==> src/rtl/xor_checksum_acc_pkg.sv <==
// Shared types for the frame XOR checksum accumulator.
// State encoding and counter-width derivation live here.
package xor_checksum_acc_pkg;

  typedef enum logic [1:0] {
    ST_IDLE  = 2'd0,
    ST_ACCUM = 2'd1,
    ST_DONE  = 2'd2
  } state_t;

  // Word counter needs at least one bit even for single-word frames.
  function automatic int cnt_width(input int frame_len);
    int w;
    w = $clog2(frame_len);
    return (w < 1) ? 1 : w;
  endfunction

endpackage

==> src/rtl/xor_checksum_acc_if.sv <==
// Handshake bundle between a word producer / result consumer
// and the XOR checksum accumulator.
interface xor_checksum_acc_if #(
  parameter int WIDTH = 4,
  parameter int CNT_W = 3
);

  logic             START;
  logic [WIDTH-1:0] D;
  logic             D_VALID;
  logic             D_READY;
  logic [WIDTH-1:0] SUM;
  logic             SUM_VALID;
  logic             SUM_ACK;
  logic             BUSY;
  logic [CNT_W-1:0] COUNT;

  modport master (
    output START,
    output D,
    output D_VALID,
    input  D_READY,
    input  SUM,
    input  SUM_VALID,
    output SUM_ACK,
    input  BUSY,
    input  COUNT
  );

  modport slave (
    input  START,
    input  D,
    input  D_VALID,
    output D_READY,
    output SUM,
    output SUM_VALID,
    input  SUM_ACK,
    output BUSY,
    output COUNT
  );

endinterface

==> src/rtl/xor_checksum_acc_xor4_stage.sv <==
// Combinational bitwise XOR of two words.
// Maps onto one 74x86 per four bits.
module xor4_stage #(
  parameter int WIDTH = 4
) (
  input  logic [WIDTH-1:0] a,
  input  logic [WIDTH-1:0] b,
  output logic [WIDTH-1:0] y
);

  assign y = a ^ b;

endmodule

==> src/rtl/xor_checksum_acc.sv <==
// Frame-based XOR checksum accumulator: folds FRAME_LEN words,
// then holds the checksum until the consumer acknowledges it.
module xor_checksum_acc
  import xor_checksum_acc_pkg::*;
#(
  parameter int WIDTH     = 4,
  parameter int FRAME_LEN = 8
) (
  input logic               CLK,
  input logic               RST,
  xor_checksum_acc_if.slave bus
);

  localparam int CNT_W = cnt_width(FRAME_LEN);
  localparam logic [CNT_W-1:0] LAST_IDX = CNT_W'(FRAME_LEN - 1);

  state_t           state;
  state_t           state_nx;
  logic [WIDTH-1:0] acc;
  logic [WIDTH-1:0] acc_x;
  logic [WIDTH-1:0] sum;
  logic             sum_valid;
  logic [CNT_W-1:0] count;
  logic             d_ready;
  logic             xfer;
  logic             last;

  xor4_stage #(
    .WIDTH(WIDTH)
  ) u_xor (
    .a(acc),
    .b(bus.D),
    .y(acc_x)
  );

  assign xfer = bus.D_VALID & d_ready;
  assign last = (count == LAST_IDX);

  always_comb begin
    d_ready = 1'b0;
    unique case (1'b1)
      (state == ST_ACCUM): d_ready = 1'b1;
      default:             d_ready = 1'b0;
    endcase
  end

  always_comb begin
    state_nx = state;
    unique case (state)
      ST_IDLE: begin
        if (bus.START) state_nx = ST_ACCUM;
      end
      ST_ACCUM: begin
        if (xfer && last) state_nx = ST_DONE;
      end
      // START alongside SUM_ACK only returns to IDLE
      ST_DONE: begin
        if (bus.SUM_ACK) state_nx = ST_IDLE;
      end
      default: state_nx = ST_IDLE;
    endcase
  end

  always_ff @(posedge CLK or posedge RST) begin
    if (RST) begin
      state <= ST_IDLE;
    end else begin
      state <= state_nx;
    end
  end

  always_ff @(posedge CLK or posedge RST) begin
    if (RST) begin
      acc       <= '0;
      count     <= '0;
      sum       <= '0;
      sum_valid <= 1'b0;
    end else begin
      unique case (state)
        ST_IDLE: begin
          if (bus.START) begin
            acc   <= '0;
            count <= '0;
          end
        end
        ST_ACCUM: begin
          if (xfer) begin
            acc <= acc_x;
            if (last) begin
              sum       <= acc_x;
              sum_valid <= 1'b1;
              count     <= '0;
            end else begin
              count <= count + CNT_W'(1);
            end
          end
        end
        ST_DONE: begin
          if (bus.SUM_ACK) sum_valid <= 1'b0;
        end
        default: begin
          sum_valid <= 1'b0;
        end
      endcase
    end
  end

  assign bus.D_READY   = d_ready;
  assign bus.BUSY      = (state != ST_IDLE);
  assign bus.SUM       = sum;
  assign bus.SUM_VALID = sum_valid;
  assign bus.COUNT     = count;

endmodule

==> src/flat_wrapper.sv <==
// flat-port wrapper written by rule: the top's interface ports become plain ports
module xor_checksum_acc_flat import xor_checksum_acc_pkg::*;
#(
  parameter int WIDTH     = 4,
  parameter int FRAME_LEN = 8
)
  (CLK, RST, bus_START, bus_D, bus_D_VALID, bus_D_READY, bus_SUM, bus_SUM_VALID, bus_SUM_ACK, bus_BUSY, bus_COUNT);
  xor_checksum_acc_if #(.WIDTH(WIDTH), .CNT_W(3)) bus_i ();
  input logic CLK;
  input logic RST;
  input wire logic [$bits(bus_i.START)-1:0] bus_START;
  input wire logic [$bits(bus_i.D)-1:0] bus_D;
  input wire logic [$bits(bus_i.D_VALID)-1:0] bus_D_VALID;
  output wire logic [$bits(bus_i.D_READY)-1:0] bus_D_READY;
  output wire logic [$bits(bus_i.SUM)-1:0] bus_SUM;
  output wire logic [$bits(bus_i.SUM_VALID)-1:0] bus_SUM_VALID;
  input wire logic [$bits(bus_i.SUM_ACK)-1:0] bus_SUM_ACK;
  output wire logic [$bits(bus_i.BUSY)-1:0] bus_BUSY;
  output wire logic [$bits(bus_i.COUNT)-1:0] bus_COUNT;
  assign bus_i.START = bus_START;
  assign bus_i.D = bus_D;
  assign bus_i.D_VALID = bus_D_VALID;
  assign bus_D_READY = bus_i.D_READY;
  assign bus_SUM = bus_i.SUM;
  assign bus_SUM_VALID = bus_i.SUM_VALID;
  assign bus_i.SUM_ACK = bus_SUM_ACK;
  assign bus_BUSY = bus_i.BUSY;
  assign bus_COUNT = bus_i.COUNT;
  xor_checksum_acc #(.WIDTH(WIDTH), .FRAME_LEN(FRAME_LEN)) u_core (.CLK(CLK), .RST(RST), .bus(bus_i));
endmodule
==> config.mk <==
export PLATFORM = sky130hd
export DESIGN_NAME = xor_checksum_acc_flat
export DESIGN_NICKNAME = d
export VERILOG_FILES = /design/src/rtl/xor_checksum_acc_pkg.sv /design/src/rtl/xor_checksum_acc_if.sv /design/src/rtl/xor_checksum_acc_xor4_stage.sv /design/src/rtl/xor_checksum_acc.sv /design/src/flat_wrapper.sv
export SDC_FILE = /design/constraint.sdc
export NUM_CORES = 1
export LEC_CHECK = 0
export ABC_AREA = 1
export ABC_CLOCK_PERIOD_IN_PS = 2100
export CAP_MARGIN = 25
export CORE_ASPECT_RATIO = 1.2
export CORE_MARGIN = 2
export CORE_UTILIZATION = 31
export CTS_CLUSTER_DIAMETER = 30
export DETAILED_ROUTE_END_ITERATION = 10
export PLACE_DENSITY = 0.61
export SLEW_MARGIN = 20
export SYNTH_ARGS = -nofsm -noshare
export SYNTH_HDL_FRONTEND = slang
export SYNTH_SLANG_ARGS = --single-unit
==> constraint.sdc <==
create_clock -name CLK -period 2.1 [get_ports CLK]
set_clock_uncertainty 0.1 [all_clocks]
set_input_delay 0.21 -clock CLK [delete_from_list [all_inputs] [get_ports CLK]]
set_output_delay 0.21 -clock CLK [all_outputs]
set_load 0.02 [all_outputs]
---- Word level (Yosys, flattened, before mapping) ----
Index checks and enable logic that the tools add are counted.
word-level totals
  bits in registers ....................... 14
  latch bits .............................. 0
  bits in writable memories ............... 0
  memory bits (read-only) ................. 0
  bits of input ports ..................... 9
  output and inout bits ................... 10
  logic and storage cells ................. 41
  memories ................................ 0
operators by class
  add/subtract/negate cells ............... 1
  multiply operators ...................... 0
  div/mod/pow operators ................... 0
  order comparisons ....................... 0
  equal/unequal tests ..................... 8
  shifts and indexed selects .............. 0
  muxes and demuxes ....................... 16
  bitwise logic cells ..................... 3
  reductions and logical operators ........ 8
operators by type and width
  kind                 number
  $mux 3               3
  $reduce_and 3->1     3
  $mux 4               2
  $pmux 4 s2           1
  $mux 2               3
  $ne 2x2->1 const B   3
  $pmux 2 s3           1
  $pmux 3 s2           1
  $mux 1               4
  $ne 2x1->1 const B   2
  $reduce_and 4->1     1
  $reduce_bool 2->1    2
  $xor 4x4->4          1
  $add 3x1->3 const B  1
  $eq 3x3->1 const B   1
  $pmux 1 s3           1
  $eq 2x1->1 const B   1
  $eq 2x2->1 const B   1
  $logic_not 2->1      1
  $and 1x1->1          1
  $logic_and 1x1->1    1
  $not 1->1            1

---- Logic depth before layout (Yosys ltp) ----
Gate-level depths: netlist of run 1.
  word-level depth ........................ 6
  gate-level depth with buffers ........... 7
  mapped depth without buffers ............ 7

---- By module ----
From an unflattened synthesis of run 1, not the netlist that was laid out.
second synthesis, totals
  cells, all modules ...................... 98
  area total of the unflattened synthesis .. 775.7 µm²
by module, submodules not included
  module            times used  cells each  area an instance (µm²)  seq. area each (µm²)
  xor_checksum_acc  1           78          700.7                   350.3
  xor4_stage        1           20          75.1                    0.0

---- Worst setup path after synthesis of run 1 ----
No wires, ideal clock.
  kind .................................... register to register
  start ................................... reg u_core.count[0] (netlist: u_core.bus.COUNT[0])
  end ..................................... reg u_core.count[0] (netlist: u_core.bus.COUNT[0])
  setup time .............................. 0.066 ns
  arrival time ............................ 1.350 ns
  required time ........................... 1.934 ns
  slack ................................... 0.585 ns
  stages on the path, launching flop included .. 7
  path buffers ............................ 0
  period minus slack after synthesis ...... 1.515 ns
  cells stage by stage .................... dfrtp_1 > ha_1 > ha_1 > or2_2 > nor2_1 > nand2_1 > nand2_1
on the way
  cells in the longest elaborated chain, start to end .. 4
  elaborated cells between the ends (all ways) .. 5
  those cells by class .................... 1 x add/sub; 1 x eq/ne; 3 x mux
ends and longest elaborated chain
  what                                              line                                            RTL
  start, declared                                   xor_checksum_acc.sv:23                          logic [CNT_W-1:0] count;
  start signal, assigned                            xor_checksum_acc.sv:94                          count <= count + CNT_W'(1);
  $add 3x1->3 / $eq 3x3->1 (equally long branches)  xor_checksum_acc.sv:94, xor_checksum_acc.sv:37
  $mux 3 (*)                                        xor_checksum_acc.sv:89                          if (last) begin
  $mux 3 (*)                                        xor_checksum_acc.sv:87                          if (xfer) begin
  $pmux 3 s2 (*)                                    xor_checksum_acc.sv:79                          unique case (state)
Every way passes the cells marked *; elsewhere a longest branch is shown, timed or not. The select of a mux whose other input is x is not followed.
A chain may end at the register's enable or synchronous reset.

---- Worst setup path in the final report of run 1 ----
  start ................................... reg u_core.state[1]
  end ..................................... out bus_BUSY
on the way
  cells in the longest elaborated chain, start to end .. 1
ends and longest elaborated chain
  what                    line                     RTL
  start, declared         xor_checksum_acc.sv:17   state_t state;
  start signal, assigned  xor_checksum_acc.sv:68   state <= state_nx;
  $reduce_bool 2->1       xor_checksum_acc.sv:109  assign bus.BUSY = (state != ST_IDLE);
  end, declared           flat_wrapper.sv:18       output wire logic [$bits(bus_i.BUSY)-1:0] bus_BUSY;
No other way between the ends.

==> reports/qor.yml, run 1 <==
required_ps: 1790
drtIter0Drc: 10
cts_root_buffer: "clkbuf_4"
wl_um: 1473
tns_ps: 0
drv_slew: 0
placed_cell_area_um2: 985.9
numPortBuffers: 18
h-tree-depth: 1
min_path_type: "in2async"
cts_tree: "yes"
gp_congestion: 0.7531
io_pins: 19
firstDrtPassIters: 4
cts_resized: 0
setup_violations: 0
leakagePower_nw: 0.5677
mostFrequentLayoutCells: "44 x nand2_1, 18 x clkdlybuf4s50_1, 16 x inv_1"
yosys_warnings: 0
antenna_cells: 0
layout-drive-gt1-share: 0.1048
grt_pass1_vias: 567
drc: 0
fin_nets: 136
status: "completed"
rrSetupSlack_ps: 590
dp_hpwl_um: 1146
drv_cap: 0
irDropWorstVdd_mv: 0.4637
synth_area_per_cell_um2: 7.519
die-height_um: 58.49
final_cell_area_um2: 1022
ys_seq_area_frac: 0.4568
r2r-end: "u_core.bus.COUNT[0]$_DFFE_PP0P_"
syn_inst: 102
die_area_um2: 2889
fin_crit_sh: 0.8968
drt-wirelength-per-cell_um: 9.503
area.growth.synth_to_final_pct: 33.28
final_common_cell: "nand2_1"
grt_overflow: 0
fp.dieW_um: 49.41
ant_nets: 0
worst-path-max-fanout: 4
cts_max_path_buffers: 2
rows: 19
grt_max_degree: 15
clock_latency_ps: 270
viasPerCell: 4.265
cts.reportedPaths.clkPinSlew_ps: 80
fin_crit_ps: 1883
holdBufCountCts: 0
fmax_mhz: 531.0
syn-num-nets: 113
holdWs_ps: 171.8
fillers: 271
cts_made_buffers: 3
critical_path_arrival_ps: 1570
rr_startpoint: "u_core.bus.COUNT[0]$_DFFE_PP0P_"
grt_pass1_wl_um: 2415
start_util: 0.3292
rsz0062_at_grt: "no"
crit_start: "u_core.state[1]$_DFFE_PP0P_"
track_usage: 0.1101
postCtsSetupBuffers: 0
grt_antenna_before_repair: 0
endpoint_kind: "output port"
worstSetupPathType: "reg2out"
core_area_um2: 2330
syn-cell-area_um2: 767.0
crit_path_start_kind: "register"
clock_sinks: 14
slew_headroom: 0.6522
tightest_slew_ps: 521.2
postLayoutCoreUtil: 0.4388
yosys.cell_types.count: 16
synth-seq-cells: 14
power_density_nw_per_um2: 1367
vias: 661
hold_viol_final: 0
r2r_cells: 6
worst max-delay path, cell delays in order, from the launching register on:
cell,delay (ps)
dfrtp_1,460
nor2_1,240
inv_1,70
clkdlybuf4s50_1,530
worst max path at each step:
stage                                      endpoint  slack, ps
floorplan           u_core.bus.COUNT[0]$_DFFE_PP0P_        580
global placement                           bus_BUSY        510
detailed placement                         bus_BUSY        510
CTS                                        bus_BUSY        190
global route                               bus_BUSY        130
finish                                     bus_BUSY        220
where the power goes:
| part | total [W] | leakage (nW) | switching [W] | internal, W |
|---|---|---|---|---|
| Sequential | 0.000477 | 0.178 | 0.0000867 | 0.000390 |
| Clock | 0.000189 | 0.0210 | 0.0000835 | 0.000105 |
| Combinational | 0.000732 | 0.369 | 0.000411 | 0.000321 |
through the flow:
stage	worst slack [ps]	total power [W]	std cells
6_report	216.6	0.001398	155
5_1_grt	130.6	0.001525	155
4_1_cts	189.0	0.001424	155
3_5_place_dp	505.3	0.001226	151
3_3_place_gp	513.5	0.001208	151
2_1_floorplan	584.7	0.0009464	102
final cells by class:
cell class                 instances  area [µm²]  area share
clock buffer                       4       36.28     0.03550
sequential                        14       350.3      0.3427
multi-input combinational         70       349.1      0.3415
timing repair buffer              18       180.2      0.1763
tap                               31       38.79     0.03794
inverter                          18       67.56     0.06610
synthesized netlist by cell type, drive strengths merged:
master  number  share of area
nand4        1         0.0082
ha           2          0.033
nor2         9          0.075
a21o         1         0.0098
nand2       47           0.25
dfrtp       14           0.46
or2          1         0.0082
o31ai        1         0.0098
inv         18          0.088
nand3        8          0.059
cell families (layout without fill, tap and decap cells):
family / count (synthesis) / in the layout / share of synthesized area
flops: 14 / 14 / 0.4568
compound gates: 2 / 2 / 0.01958
buf+inv: 18 / 40 / 0.08810
simple gates: 66 / 66 / 0.4030
fa+ha+maj: 2 / 2 / 0.03262
routing by layer:
layer  part of all wire  vias to the layer above  GRT usage
met5                  0                        -          0
met3              0.033                        2    0.01015
li1                   -                      350          -
met2               0.48                       14     0.1776
met4              0.018                        0    0.08333
met1               0.47                      295     0.1378
sequential cells by signal (all words and copies together) (netlist names):
name                  flops
u_core.acc                4
u_core.state              2
u_core.bus.SUM_VALID      1
u_core.bus.SUM            4
u_core.bus.COUNT          3
Note: power is estimated with default switching activity, not from simulation.
==> run 2: changes to the inputs <==
--- a/config.mk
+++ b/config.mk
@@ -8,12 +8,10 @@
 export ABC_AREA = 1
 export ABC_CLOCK_PERIOD_IN_PS = 2100
 export CAP_MARGIN = 25
-export CORE_ASPECT_RATIO = 1.2
 export CORE_MARGIN = 2
-export CORE_UTILIZATION = 31
-export CTS_CLUSTER_DIAMETER = 30
+export CORE_UTILIZATION = 50
 export DETAILED_ROUTE_END_ITERATION = 10
-export PLACE_DENSITY = 0.61
+export PLACE_DENSITY = 0.87
 export SLEW_MARGIN = 20
 export SYNTH_ARGS = -nofsm -noshare
 export SYNTH_HDL_FRONTEND = slang
==> reports/qor.yml, run 2 (synthesis gave the netlist of run 1 again) <==
status: "completed"
crit_slowest_cell: "clkdlybuf4s50_1"
area.growth.synth_to_final_pct: 29.04
grt_overflow: 0  # unchanged
final_common_cell: "nand2_1"
dp.cells: 136  # -9.9%
crit_family: "buffers and inverters"
numPortBuffers: 18  # unchanged
required_ps: 1790  # about the same
fillers: 120  # -56%
dp_hpwl_um: 1097  # -4.2%
crit_start: "u_core.state[1]$_DFFE_PP0P_"
postLayoutCoreUtil: 0.6726  # +0.2338
cp_cell_sequence: "nor2_1, inv_1, clkdlybuf4s50_1"
die_area_um2: 1863  # -36%
grt_pass1_vias: 618  # +9.0%
comb_power_share: 0.541  # +0.017
setup_violations: 0  # unchanged
p_int_w: 0.0007778  # -4.7%
viasPerCell: 4.799  # +13%
cts_made_buffers: 3  # unchanged
seqCellArea_um2: 350.3  # unchanged
cts.reportedPaths.clkPinSlew_ps: 80  # about the same
clock_latency_ps: 280  # about the same
fin_crit_sh: 0.9033  # +0.006446
critical_path_arrival_ps: 1590  # +20 ps
holdBufCountCts: 0  # unchanged
drt-wirelength-per-cell_um: 10.06  # +5.8%
firstDrtPassIters: 3  # -1
die-height_um: 43.17  # -26%
cts_resized: 0  # unchanged
ant_nets: 0  # unchanged
crit_path_start_kind: "register"
mostFrequentLayoutCells: "44 x nand2_1, 18 x clkdlybuf4s50_1, 16 x inv_1"
grt_max_degree: 15  # unchanged
rows: 14  # -5
tns_ps: 0  # unchanged
drv_slew: 0  # unchanged
irDropWorstVdd_mv: 0.6786  # +46%
switching_power_w: 0.0005853  # +0.66%
p_seq_frac: 0.348  # +0.007
max_stage_delay_ps: 530  # about the same
fin_crit_ps: 1897  # +13.54 ps
grt_pass1_wl_um: 2428  # +0.54%
vias: 667  # +0.91%
io_pins: 19  # unchanged
worstSetupPathType: "reg2out"
instances_no_fill: 139  # -10%
worst-path-max-fanout: 4  # unchanged
antenna_cells: 0  # unchanged
core_area_um2: 1471  # -37%
fin_nets: 136  # unchanged
multi_input_area_um2: 349.1  # unchanged
cts_tree: "yes"
cts_root_buffer: "clkbuf_4"
r2r_cells: 6  # unchanged
wl_um: 1398  # -5.1%
endpoint_kind: "output port"
rsz0062_at_grt: "no"
clock_sinks: 14  # unchanged
r2r-end: "u_core.bus.COUNT[0]$_DFFE_PP0P_"
grt_antenna_before_repair: 0  # unchanged
drtIter0Drc: 4  # -6
gp_congestion: 0.7945  # +5.5%
postCtsSetupBuffers: 0  # unchanged
fmax_mhz: 527.2  # -0.71%
leakagePower_nw: 0.5605  # -1.3%
min_path_type: "in2async"
start_util: 0.5213  # +0.1920
slew_headroom: 0.6454  # -0.006769
power_density_nw_per_um2: 1377  # +0.72%
cts_max_path_buffers: 2  # unchanged
path_buf_inv: 2  # unchanged
h-tree-depth: 1  # unchanged
rr_startpoint: "u_core.bus.COUNT[0]$_DFFE_PP0P_"
power_frac_clock: 0.111  # -0.024
tightest_slew_ps: 531.3  # +10.14 ps
drc: 0  # unchanged
rrSetupSlack_ps: 610  # +20 ps
track_usage: 0.1718  # +0.06172
swShare: 0.4294  # +0.01342
layout-drive-gt1-share: 0.09756  # -0.007278
fp.dieW_um: 43.17  # -13%
drv_cap: 0  # unchanged
hold_viol_final: 0  # unchanged
-- run 2: worst max path at each step --
stage                                                  to  slack, ps  depth (start not counted)
after global routing                             bus_BUSY         90                          3
after CTS                                        bus_BUSY        200                          3
final                                            bus_BUSY        200                          3
after global placement                           bus_BUSY        530                          3
after floorplan           u_core.bus.COUNT[0]$_DFFE_PP0P_        580                          6
after detailed placement                         bus_BUSY        500                          3
-- run 2: area by class of cell --
| class | count | share of cell area |
|---|---|---|
| tap | 16 | 0.02023 |
| timing repair buffer | 18 | 0.1820 |
| inverter | 18 | 0.06827 |
| clock buffer | 3 | 0.02276 |
| sequential | 14 | 0.3540 |
| multi-input combinational | 70 | 0.3527 |
-- run 2: per-layer routing --
metal / up-vias / share of wire / global-route usage
met5: - / 0 / 0
met4: 0 / 0.015 / 0.07273
met3: 3 / 0.046 / 0.02553
met2: 18 / 0.47 / 0.2866
met1: 297 / 0.47 / 0.2189
li1: 349 / - / -
-- run 2: stage by stage --
step	area, µm²	worst slack, ps	hold WS [ps]	power [W]
after global routing	989.7	91.47	228.9	0.001480
after floorplan	767.0	584.7	-0.7809	0.0009464
after detailed placement	967.2	503.3	367.8	0.001222
after CTS	989.7	195.4	176.0	0.001374
final	989.7	203.1	156.8	0.001363
after global placement	967.2	531.8	357.5	0.001201
-- run 2: worst reg2reg max path, cell delays in order, from the launching register on --
cell	delay, ps
dfrtp_1	410
ha_1	210
ha_1	220
or2_2	280
nor2_1	100
nand2_1	60
nand2_1	50
-- run 2: power groups by stage --
| stage | registers, W | clock network, W | logic (W) |
|---|---|---|---|
| after floorplan | 0.000560 | 0 | 0.000386 |
| after global placement | 0.000473 | 0 | 0.000728 |
| after detailed placement | 0.000481 | 0 | 0.000741 |
| after CTS | 0.000476 | 0.000152 | 0.000746 |
| after global routing | 0.000493 | 0.000166 | 0.000821 |
| final | 0.000475 | 0.000151 | 0.000737 |
==> run 3: changes to the inputs <==
--- a/config.mk
+++ b/config.mk
@@ -9,9 +9,11 @@
 export ABC_CLOCK_PERIOD_IN_PS = 2100
 export CAP_MARGIN = 25
 export CORE_MARGIN = 2
-export CORE_UTILIZATION = 50
+export CORE_UTILIZATION = 53
+export CTS_BUF_LIST = sky130_fd_sc_hd__clkbuf_8
+export CTS_CLUSTER_DIAMETER = 60
 export DETAILED_ROUTE_END_ITERATION = 10
-export PLACE_DENSITY = 0.87
+export PLACE_DENSITY = 0.91
 export SLEW_MARGIN = 20
 export SYNTH_ARGS = -nofsm -noshare
 export SYNTH_HDL_FRONTEND = slang
==> reports/qor.yml, run 3 (synthesis gave the netlist of run 1 again) <==
status: "completed"
clock_latency_ps: 250  # -30 ps
max_stage_delay_ps: 540  # about the same
vias: 715  # +7.2%
setup_violations: 0  # unchanged
worst-path-max-fanout: 4  # unchanged
grt_overflow: 0  # unchanged
postCtsSetupBuffers: 0  # unchanged
ant_nets: 0  # unchanged
crit_path_start_kind: "register"
holdWs_ps: 200.3  # +43.50 ps
min_path_type: "in2async"
r2r_cells: 6  # unchanged
die-height_um: 42.04  # -2.6%
leakagePower_nw: 0.5755  # +2.7%
cts_max_path_buffers: 2  # unchanged
start_util: 0.5750  # +0.05379
placed_cell_area_um2: 965.9  # -0.13%
cts.reportedPaths.clkPinSlew_ps: 60  # -20 ps
fillers: 91  # -24%
layout-drive-gt1-share: 0.1048  # +0.007278
h-tree-depth: 1  # unchanged
mostFrequentLayoutCells: "44 x nand2_1, 18 x clkdlybuf4s50_1, 16 x inv_1"
crit_slowest_cell: "clkdlybuf4s50_1"
power_density_nw_per_um2: 1474  # +7.0%
irDropWorstVdd_mv: 0.7389  # +8.9%
cts_made_buffers: 3  # unchanged
clock_sinks: 14  # unchanged
fp.dieW_um: 42.04  # -2.6%
cts_tree: "yes"
holdBufCountCts: 0  # unchanged
final_common_cell: "nand2_1"
grt_pass1_wl_um: 2946  # +21%
drc: 0  # unchanged
fin_crit_sh: 0.9087  # +0.005414
slew_headroom: 0.6379  # -0.007545
drt-wirelength-per-cell_um: 12.29  # +22%
hold_viol_final: 0  # unchanged
cts_resized: 0  # unchanged
wl_um: 1709  # +22%
die_area_um2: 1767  # -5.1%
grt_pass1_vias: 696  # +13%
rsz0062_at_grt: "no"
firstDrtPassIters: 4  # +1
numPortBuffers: 18  # unchanged
grt_max_degree: 15  # unchanged
endpoint_kind: "output port"
required_ps: 1790  # about the same
final_cell_area_um2: 1021  # +3.2%
cts_root_buffer: "clkbuf_8"
grt_antenna_before_repair: 0  # unchanged
area.growth.synth_to_final_pct: 33.12
fin_crit_ps: 1908  # +11.37 ps
multi_input_area_um2: 349.1  # unchanged
drv_slew: 0  # unchanged
viasPerCell: 5.144  # +7.2%
dp_hpwl_um: 1234  # +12%
antenna_cells: 0  # unchanged
io_pins: 19  # unchanged
track_usage: 0.2211  # +0.04930
cp_cell_sequence: "nor2_1, inv_1, clkdlybuf4s50_1"
critical_path_arrival_ps: 1600  # about the same
rows: 13  # -1
gp_congestion: 0.7845  # -1.3%
drtIter0Drc: 15  # +11
tightest_slew_ps: 542.6  # +11.31 ps
fin_nets: 136  # unchanged
tns_ps: 0  # unchanged
drv_cap: 0  # unchanged
seqCellArea_um2: 350.3  # unchanged
worstSetupPathType: "reg2out"
core_area_um2: 1334  # -9.4%
fmax_mhz: 524.0  # -0.60%
==> run 3: final cells by class <==
| class | instances | share of cell area |
|---|---|---|
| Sequential cell | 14 | 0.3431 |
| Multi-Input combinational cell | 70 | 0.3419 |
| Timing Repair Buffer | 18 | 0.1765 |
| Inverter | 18 | 0.06618 |
| Clock buffer | 4 | 0.05392 |
| Tap cell | 15 | 0.01838 |
==> run 3: final timing paths <==
check                                                      start                               end  slack, ps
worst min register to register  u_core.bus.SUM_VALID$_DFFE_PP0P_  u_core.bus.SUM_VALID$_DFFE_PP0P_        380
worst min-delay path                                         RST     u_core.bus.SUM[2]$_DFFE_PP0P_        200
worst max-delay path                 u_core.state[1]$_DFFE_PP0P_                          bus_BUSY        190
worst max register to register   u_core.bus.COUNT[0]$_DFFE_PP0P_   u_core.bus.COUNT[0]$_DFFE_PP0P_        580
max in group asynchronous                                    RST   u_core.bus.COUNT[1]$_DFFE_PP0P_       1340
min in group CLK                u_core.bus.SUM_VALID$_DFFE_PP0P_  u_core.bus.SUM_VALID$_DFFE_PP0P_        380
==> run 3: where the power goes <==
group          total [W]  switching, W  internal (W)
sequential      0.000484     0.0000925      0.000391
clock           0.000268      0.000101      0.000166
combinational   0.000754      0.000433      0.000321
total            0.00151      0.000626      0.000879
==> run 3: stage by stage <==
stage          setup WS [ps]    util  cells  power [W]
4_1_cts                196.2  0.7655    139   0.001506
2_1_floorplan          584.7       -    102  0.0009464
3_5_place_dp           461.3  0.7242    135   0.001233
5_1_grt                124.9  0.7655    139   0.001615
3_3_place_gp           530.6  0.7242    135   0.001196
6_report               191.7  0.7655    139   0.001505
==> run 3: critical path: cells and delay by family, from the launching register on <==
kind,cells,cell delay (ps)
flops,1,470
buf+inv,2,610
simple gates,1,270
==> run 3: routing by layer <==
layer  share of wire  GRT usage  wire length (µm)  vias to the layer above
met5               0          0                 0                        -
met4           0.024     0.1188                41                        0
met3           0.076    0.03879               130                        6
met2            0.49     0.3844               837                       37
met1            0.41     0.2577               700                      323
li1                -          -                 -                      349
